File: config.mk
export PLATFORM = sky130hd
export DESIGN_NAME = router_reg
export DESIGN_NICKNAME = d
export VERILOG_FILES = /design/src/rtl/router_reg.sv
export SDC_FILE = /design/constraint.sdc
export NUM_CORES = 1
export LEC_CHECK = 0
export CORE_ASPECT_RATIO = 1.1
export CORE_UTILIZATION = 38
export DETAILED_ROUTE_END_ITERATION = 6
export DONT_BUFFER_PORTS = 1
export PLACE_DENSITY_LB_ADDON = 0.3
export SYNTH_ARGS = -nofsm -noshare
export SYNTH_HDL_FRONTEND = slang
export SYNTH_SLANG_ARGS = --single-unit
File: constraint.sdc
create_clock -name clock -period 2.1 [get_ports clock]
set_input_delay 0.42 -clock clock [delete_from_list [all_inputs] [get_ports clock]]
set_output_delay 0.42 -clock clock [all_outputs]
set_load 0.005 [all_outputs]
File: src/rtl/router_reg.sv
// Router datapath register stage: header/payload/parity capture, parked byte on FIFO full, parity check.
// Latency: dout one cycle after lfd_state/ld_state; err one cycle after parity_done. No backpressure of its own; fifo_full parks one byte.
// Optional ROUTER_REG_ERR_CNT_EN adds a saturating err_count output.
module router_reg #(
   parameter int DATA_WIDTH = 8
) (
   input  logic                  clock,
   input  logic                  resetn,
   input  logic                  pkt_valid,
   input  logic [DATA_WIDTH-1:0] data_in,
   input  logic                  fifo_full,
   input  logic                  detect_add,
   input  logic                  lfd_state,
   input  logic                  ld_state,
   input  logic                  laf_state,
   input  logic                  full_state,
   input  logic                  rst_int_reg,
   output logic                  parity_done,
   output logic                  low_packet_valid,
   output logic                  err,
   output logic [DATA_WIDTH-1:0] dout
`ifdef ROUTER_REG_ERR_CNT_EN
   ,
   output logic [7:0]            err_count
`endif
);

   logic [DATA_WIDTH-1:0] header_q, header_d;
   logic [DATA_WIDTH-1:0] full_byte_q, full_byte_d;
   logic [DATA_WIDTH-1:0] int_parity_q, int_parity_d;
   logic [DATA_WIDTH-1:0] pkt_parity_q, pkt_parity_d;
   logic [DATA_WIDTH-1:0] dout_q, dout_d;
   logic                  parity_done_q, parity_done_d;
   logic                  low_pkt_q, low_pkt_d;
   logic                  err_q, err_d;

   always_comb begin
      header_d = header_q;
      if (detect_add && pkt_valid && (data_in[1:0] != 2'b11))
         header_d = data_in;

      dout_d = dout_q;
      if (lfd_state)
         dout_d = header_q;
      else if (ld_state && !fifo_full)
         dout_d = data_in;
      else if (laf_state)
         dout_d = full_byte_q;

      full_byte_d = full_byte_q;
      if (ld_state && fifo_full)
         full_byte_d = data_in;

      // A parked payload byte joins the running parity only when it is replayed.
      int_parity_d = int_parity_q;
      if (detect_add)
         int_parity_d = '0;
      else if (lfd_state)
         int_parity_d = int_parity_q ^ header_q;
      else if (ld_state && pkt_valid && !full_state && !fifo_full)
         int_parity_d = int_parity_q ^ data_in;
      else if (laf_state && !low_pkt_q)
         int_parity_d = int_parity_q ^ full_byte_q;

      pkt_parity_d = pkt_parity_q;
      if (ld_state && !pkt_valid && !fifo_full)
         pkt_parity_d = data_in;
      else if (laf_state && low_pkt_q)
         pkt_parity_d = full_byte_q;

      parity_done_d = parity_done_q;
      if (detect_add)
         parity_done_d = 1'b0;
      else if (ld_state && !pkt_valid && !fifo_full)
         parity_done_d = 1'b1;
      else if (laf_state && low_pkt_q && !parity_done_q)
         parity_done_d = 1'b1;

      low_pkt_d = low_pkt_q;
      if (rst_int_reg)
         low_pkt_d = 1'b0;
      else if (ld_state && !pkt_valid)
         low_pkt_d = 1'b1;

      err_d = err_q;
      if (detect_add)
         err_d = 1'b0;
      else if (parity_done_q && (int_parity_q != pkt_parity_q))
         err_d = 1'b1;
   end

   always_ff @(posedge clock or negedge resetn) begin
      if (!resetn) begin
         header_q      <= '0;
         full_byte_q   <= '0;
         int_parity_q  <= '0;
         pkt_parity_q  <= '0;
         dout_q        <= '0;
         parity_done_q <= 1'b0;
         low_pkt_q     <= 1'b0;
         err_q         <= 1'b0;
      end else begin
         header_q      <= header_d;
         full_byte_q   <= full_byte_d;
         int_parity_q  <= int_parity_d;
         pkt_parity_q  <= pkt_parity_d;
         dout_q        <= dout_d;
         parity_done_q <= parity_done_d;
         low_pkt_q     <= low_pkt_d;
         err_q         <= err_d;
      end
   end

   assign dout             = dout_q;
   assign parity_done      = parity_done_q;
   assign low_packet_valid = low_pkt_q;
   assign err              = err_q;

`ifdef ROUTER_REG_ERR_CNT_EN
   logic [7:0] err_count_q, err_count_d;

   always_comb begin
      err_count_d = err_count_q;
      if (err_d && !err_q && (err_count_q != 8'hFF))
         err_count_d = err_count_q + 8'd1;
   end

   always_ff @(posedge clock or negedge resetn) begin
      if (!resetn)
         err_count_q <= 8'h00;
      else
         err_count_q <= err_count_d;
   end

   assign err_count = err_count_q;
`endif

endmodule

==> metrics, run 1 <==
final hold violation count 0; number of top-level design ports 29; max_cap viols 0; post-synthesis cell type with the largest combined area dfrtp_1; root buffer cell clkbuf_8; final setup vio count 0; count of cells along the worst register-to-register path 4; TritonCTS clock tree done; cells along the critical path nor2b_1, o21ai_0, a221oi_2, mux2_2; Wirelength per Cell around 16 um; achievable clock frequency roughly 0.60 GHz; First DRT Iteration DRCs between 100 and 150; post-synth design cell area approximately 2200 sq um; synthesized area per cell 10.20 sq um; cell depth of the worst hold path 1; WL final between 4000 and 5000 um; maximum number of pins on one net before global-route repair 44; area of the placeable core approximately 5500 sq um; number of remaining DRC errors 0; unrepaired setup endpoints after global routing false; ratio of final minimum period to clock period 0.7987; r2r endpoint int_parity_q[7]; kind of path behind the tightest hold check in -> reg; part of the Yosys area used for sequential elements 0.4909; sum of net half-perimeters after detailed placement roughly 3400 um; crit-path max cell delay approximately 0.43 ns; post-synthesis register bit count 43; post-layout total power between 0.002 and 0.0025 W; number of antenna cells inserted 0; CP Class reg -> reg; Pleak 0.9938 nW; maximum buffer depth of the clock tree 2; Final Net Count 234; Async S/R FF share, synth 1.000; Die H between 80 and 90 um; die span in x around 74 um; register clock-pin slew on the reported worst setup and hold paths approximately 0.080 ns; # H-tree levels 2; number of antenna violations at the first check in global routing 0; dominant cells by area after synthesis dfrtp_1 (49%), mux2_2 (11%), o21ai_0 (6.6%); synthesized netlist net count around 230; worst rel slew slack 0.6595; share of cells above drive strength 1 0.1751; GRT Residual Overflow 0; Final Critical Period 1.677 ns; Port Buf Inserts 0; kind of launch point of the worst setup path flop; vias in the first global route 1422; highest net fanout along the worst path 8; Required @ worst endpoint between 2 and 2.5 ns; die area roughly 6000 sq um; worst clock skew 0.004397 ns; endpoint of the worst hold-timing path low_packet_valid; total clock buffers created by CTS 5; Synth warnings 0; area share of the leading cell type in the synthesized netlist 0.4909; placer congestion estimate around 0.82; number of standard-cell rows in the floorplan 28; final total negative setup slack 0 ns; most numerous cell in the Yosys netlist dfrtp_1; arrival time at the worst endpoint 1.85 ns; main flop type after synthesis dfrtp_1; most frequent cells after synthesis dfrtp_1 (43), o21ai_0 (29), mux2_2 (22), a21oi_1 (17), nor2_1 (17); GR Util All Layers 0.1709; source-to-sink clock delay at the later pin of the worst-skew pair ~0.29 ns; distinct cell type count of the synthesized netlist 25; run status finished clean; post-synthesis to final-layout area growth 8.904%; count of buffers added by post-CTS timing repair for setup 0; count of final max-slew check failures 0; slew at the pin closest to its max-slew limit slightly above 0.5 ns; Post-synth EDFFs 0; global-route wire length before repair between 7000 and 8000 um; Worst IR Drop VDD 0.4636 mV; via density per instance between 5 and 6; starting utilization of the core area 0.4011; fin util 0.4368; cell area after placement ~2300 sq um; startpoint of the lowest-slack hold path rst_int_reg; number of clock sinks seen by CTS 43; slowest CP cell dfrtp_1; nature of the critical path endpoint flop; vias after detailed routing 1498; Power per Cell Area roughly 850 nW/um^2; post-route cell area approximately 2400 sq um; flop2flop setup slack approximately 0.42 ns; source of the worst register-to-register timing path low_packet_valid; post-route antenna net violation count 0; first-pass iteration count of the detailed router 4; cells after synthesis around 220
worst max-delay path: cells and delay by family (launching register included):
family	cells	cell delay, ns
flip-flops	1	0.43
AO/OA/AOI/OAI	2	0.43
multiplexers	1	0.35
AND/OR/NAND/NOR	1	0.36
final cells by class:
class / count / area (sq um)
Clock buffer: 8 / 100.1
Fill cell: 567 / 3078
Inverter: 4 / 15.01
Multi-Input combinational cell: 158 / 1057
Sequential cell: 43 / 1076
Tap cell: 75 / 93.84
Timing Repair Buffer: 4 / 45.04
layout by cell type, fill, tap and decap left out, drive strengths merged, types with 2 or more instances in the layout:
cell	synthesis	routed
xnor2	8	8
dfrtp	43	43
nor3b	2	2
nand2b	5	5
mux2i	8	8
nor2b	9	9
o21ai	29	29
o22ai	7	7
nand2	12	12
buf	4	3
nand3b	8	8
nand4	2	2
o31ai	4	4
nor2	17	17
inv	4	4
mux2	22	22
or2	3	3
clkbuf	6	8
a21oi	17	17
cell families (layout without fill, tap and decap cells):
family,Yosys count,after routing,share of synthesized area
AND/OR/NAND/NOR,61,61,0.1495
XOR/XNOR,8,8,0.03196
flip-flops,43,43,0.4909
buffers and inverters,14,16,0.02910
AO/OA/AOI/OAI,59,59,0.1490
multiplexers,30,30,0.1495
worst max-delay path by stage:
| stage | slack, ns | from | cells past startpoint | end |
|---|---|---|---|---|
| 6_report | 0.42 | low_packet_valid | 4 | int_parity_q[7] |
| 3_5_place_dp | 0.43 | laf_state | 4 | int_parity_q[7] |
| 3_3_place_gp | 0.45 | laf_state | 4 | int_parity_q[7] |
| 4_1_cts | 0.42 | low_packet_valid | 4 | int_parity_q[7] |
| 5_1_grt | 0.28 | low_packet_valid | 4 | int_parity_q[7] |
| 2_1_floorplan | 0.42 | fifo_full | 6 | int_parity_q[7] |
metrics by stage:
| step | hold slack, ns | setup slack, ns | instances |
|---|---|---|---|
| finish | 0.1819 | 0.4228 | 292 |
| global route | 0.1683 | 0.2833 | 292 |
| CTS | 0.1754 | 0.4239 | 292 |
| detailed placement | 0.1256 | 0.4294 | 282 |
| global placement | 0.1256 | 0.4492 | 282 |
| floorplan | 0.1244 | 0.4163 | 215 |
registers in the layout, indices dropped and copies added (netlist names):
register / cells
dout: 8
err: 1
full_byte_q: 8
header_q: 8
int_parity_q: 8
low_packet_valid: 1
parity_done: 1
pkt_parity_q: 8
where the power goes:
part           leakage, nW  switching (W)  internal, W
clock               0.0515       0.000265     0.000300
sequential           0.520       0.000115     0.000969
combinational        0.422       0.000164     0.000213
layer usage:
metal	share of wire	track usage	up-vias
met3	0.051	0.04540	6
met1	0.50	0.2520	695
li1	-	-	759
met5	0	0	-
met4	0.013	0.05094	0
met2	0.44	0.2441	38
repair_timing:
item / in CTS / in global routing
resized for setup: 0 / 0
hold buffers: 2 / 0
endpoints found under the hold margin: 43 / 0
Power figures use the tool's default switching activity.
==> run 2, diff against run 1 <==
==> constraint.sdc (replaced) <==
create_clock -name clock -period 1.75 [get_ports clock]
set_input_delay 0.35 -clock clock [delete_from_list [all_inputs] [get_ports clock]]
set_output_delay 0.35 -clock clock [all_outputs]
set_load 0.005 [all_outputs]
==> run 2 against run 1 <==
Effect of this change:
- global-route usage shrank 0.34 points
- critical path depth grew 1
- clock power grew 10%
- highest routed layer unchanged
==> metrics, run 2 (synthesis gave the netlist of run 1 again) <==
maximum buffer depth of the clock tree 2; post-synthesis to final-layout area growth 9.703%; final hold violation count 0; number of antenna cells inserted 0; CP Class reg -> reg; Final Net Count 237; arrival time at the worst endpoint between 1.5 and 2 ns; cell area after placement between 2000 and 2500 sq um; starting utilization of the core area 0.4011; post-layout total power 0.002380 W; post-route antenna net violation count 0; global-route wire length before repair about 7600 um; number of remaining DRC errors 0; commonest cells after routing, fill and taps aside dfrtp_1 (43), o21ai_0 (29), mux2_2 (22), nor2_1 (17), a21oi_1 (17); number of top-level design ports 29; GR Util All Layers 0.1674; Pleak between 1 and 1.5 nW; vias after detailed routing around 1500; maximum number of pins on one net before global-route repair 44; final total negative setup slack 0 ns; placer congestion estimate 0.7487; GRT Residual Overflow 0; kind of launch point of the worst setup path flop; quantity of hold-fixing buffers added after cts 2; fin util 0.4400; # H-tree levels 2; die area 6077 sq um; number of antenna violations at the first check in global routing 0; Final Critical Period 1.542 ns; First DRT Iteration DRCs 85; Power per Cell Area 989.5 nW/um^2; ratio of final minimum period to clock period 0.8813; area of the placeable core ~5500 sq um; die span in x approximately 74 um; number of standard-cell rows in the floorplan 28; register clock-pin slew on the reported worst setup and hold paths about 0.08 ns; sum of net half-perimeters after detailed placement 3293 um; source of the worst register-to-register timing path low_packet_valid; worst clock skew about 0.0032 ns; via density per instance just over 5; worst rel slew slack 0.6722; post-route cell area roughly 2400 sq um; vias in the first global route approximately 1500; achievable clock frequency about 0.65 GHz; Fillers ~550; source-to-sink clock delay at the later pin of the worst-skew pair 0.28 ns; max_cap viols 0; sequential cell area in the final layout between 1000 and 1500 sq um; Die H 81.66 um; count of final max-slew check failures 0; commonest non-fill, non-tap cell in the layout dfrtp_1; startpoint of the lowest-slack hold path rst_int_reg; Worst IR Drop VDD roughly 0.47 mV; root buffer cell clkbuf_8; number of clock sinks seen by CTS 43; Port Buf Inserts 0; kind of path behind the tightest hold check in -> reg; highest net fanout along the worst path 8; final setup vio count 0; unrepaired setup endpoints after global routing false; slew at the pin closest to its max-slew limit 0.4906 ns; count of buffers added by post-CTS timing repair for setup 0; WL final 4561 um; nature of the critical path endpoint flop; first-pass iteration count of the detailed router 4; post_cts resized 0; TritonCTS clock tree done; CP startpoint low_packet_valid; Wirelength per Cell 15.51 um; Required @ worst endpoint roughly 1.9 ns; share of cells above drive strength 1 0.1872; run status finished clean; total clock buffers created by CTS 5; area of the multi-input gates around 1100 sq um
run 2: cell types whose count changed in the layout (fill, tap and decap cells not counted):
cell	before	now
buf_16	0	1
clkbuf_1	1	0
clkbuf_8	7	6
buf_12	1	0
buf_4	2	5
clkinv_2	0	1
run 2: layout make-up:
cell class | instances | area share
clock inverters | 1 | 0.002081
well taps | 75 | 0.03902
repair buffers | 7 | 0.03122
inverters | 4 | 0.006243
multi-input cells | 158 | 0.4396
flip-flops and latches | 43 | 0.4474
clock buffers | 6 | 0.03434
run 2: path summary, 6_finish.rpt:
| path | to | slack, ns | cells after the start |
|---|---|---|---|
| max in group asynchronous | dout[6] | 0.96 | 2 |
| max | int_parity_q[7] | 0.21 | 5 |
| min in group asynchronous | pkt_parity_q[1] | 0.59 | 2 |
| min reg2reg | header_q[4] | 0.50 | 1 |
| max reg2reg | int_parity_q[7] | 0.21 | 5 |
| min | low_packet_valid | 0.12 | 1 |
run 2: critical path, stage by stage, from the launching register on:
cell      delay, ns
dfrtp_1        0.43
nor2b_1        0.14
buf_4          0.15
o21ai_0        0.10
a221oi_2       0.25
mux2_2         0.36
run 2: power breakdown:
group	switching (W)	internal [W]
logic	0.000192	0.000263
registers	0.000140	0.00116
clock network	0.000313	0.000310
run 2: through the flow:
step / hold slack, ns / setup WS (ns) / cells
2_1_floorplan: 0.05441 / 0.1363 / 215
6_report: 0.1189 / 0.2078 / 294
5_1_grt: 0.09710 / 0.1536 / 294
3_3_place_gp: 0.05583 / 0.2596 / 285
3_5_place_dp: 0.05605 / 0.2317 / 285
4_1_cts: 0.1118 / 0.2107 / 294
run 2: routing by layer:
metal,routed length (um),GRT usage,share of wire,up-vias
met5,0,0,0,-
met4,36,0.04528,0.0079,0
met3,239,0.05031,0.052,2
met2,2124,0.2505,0.47,40
met1,2160,0.2352,0.47,708
li1,-,-,-,766
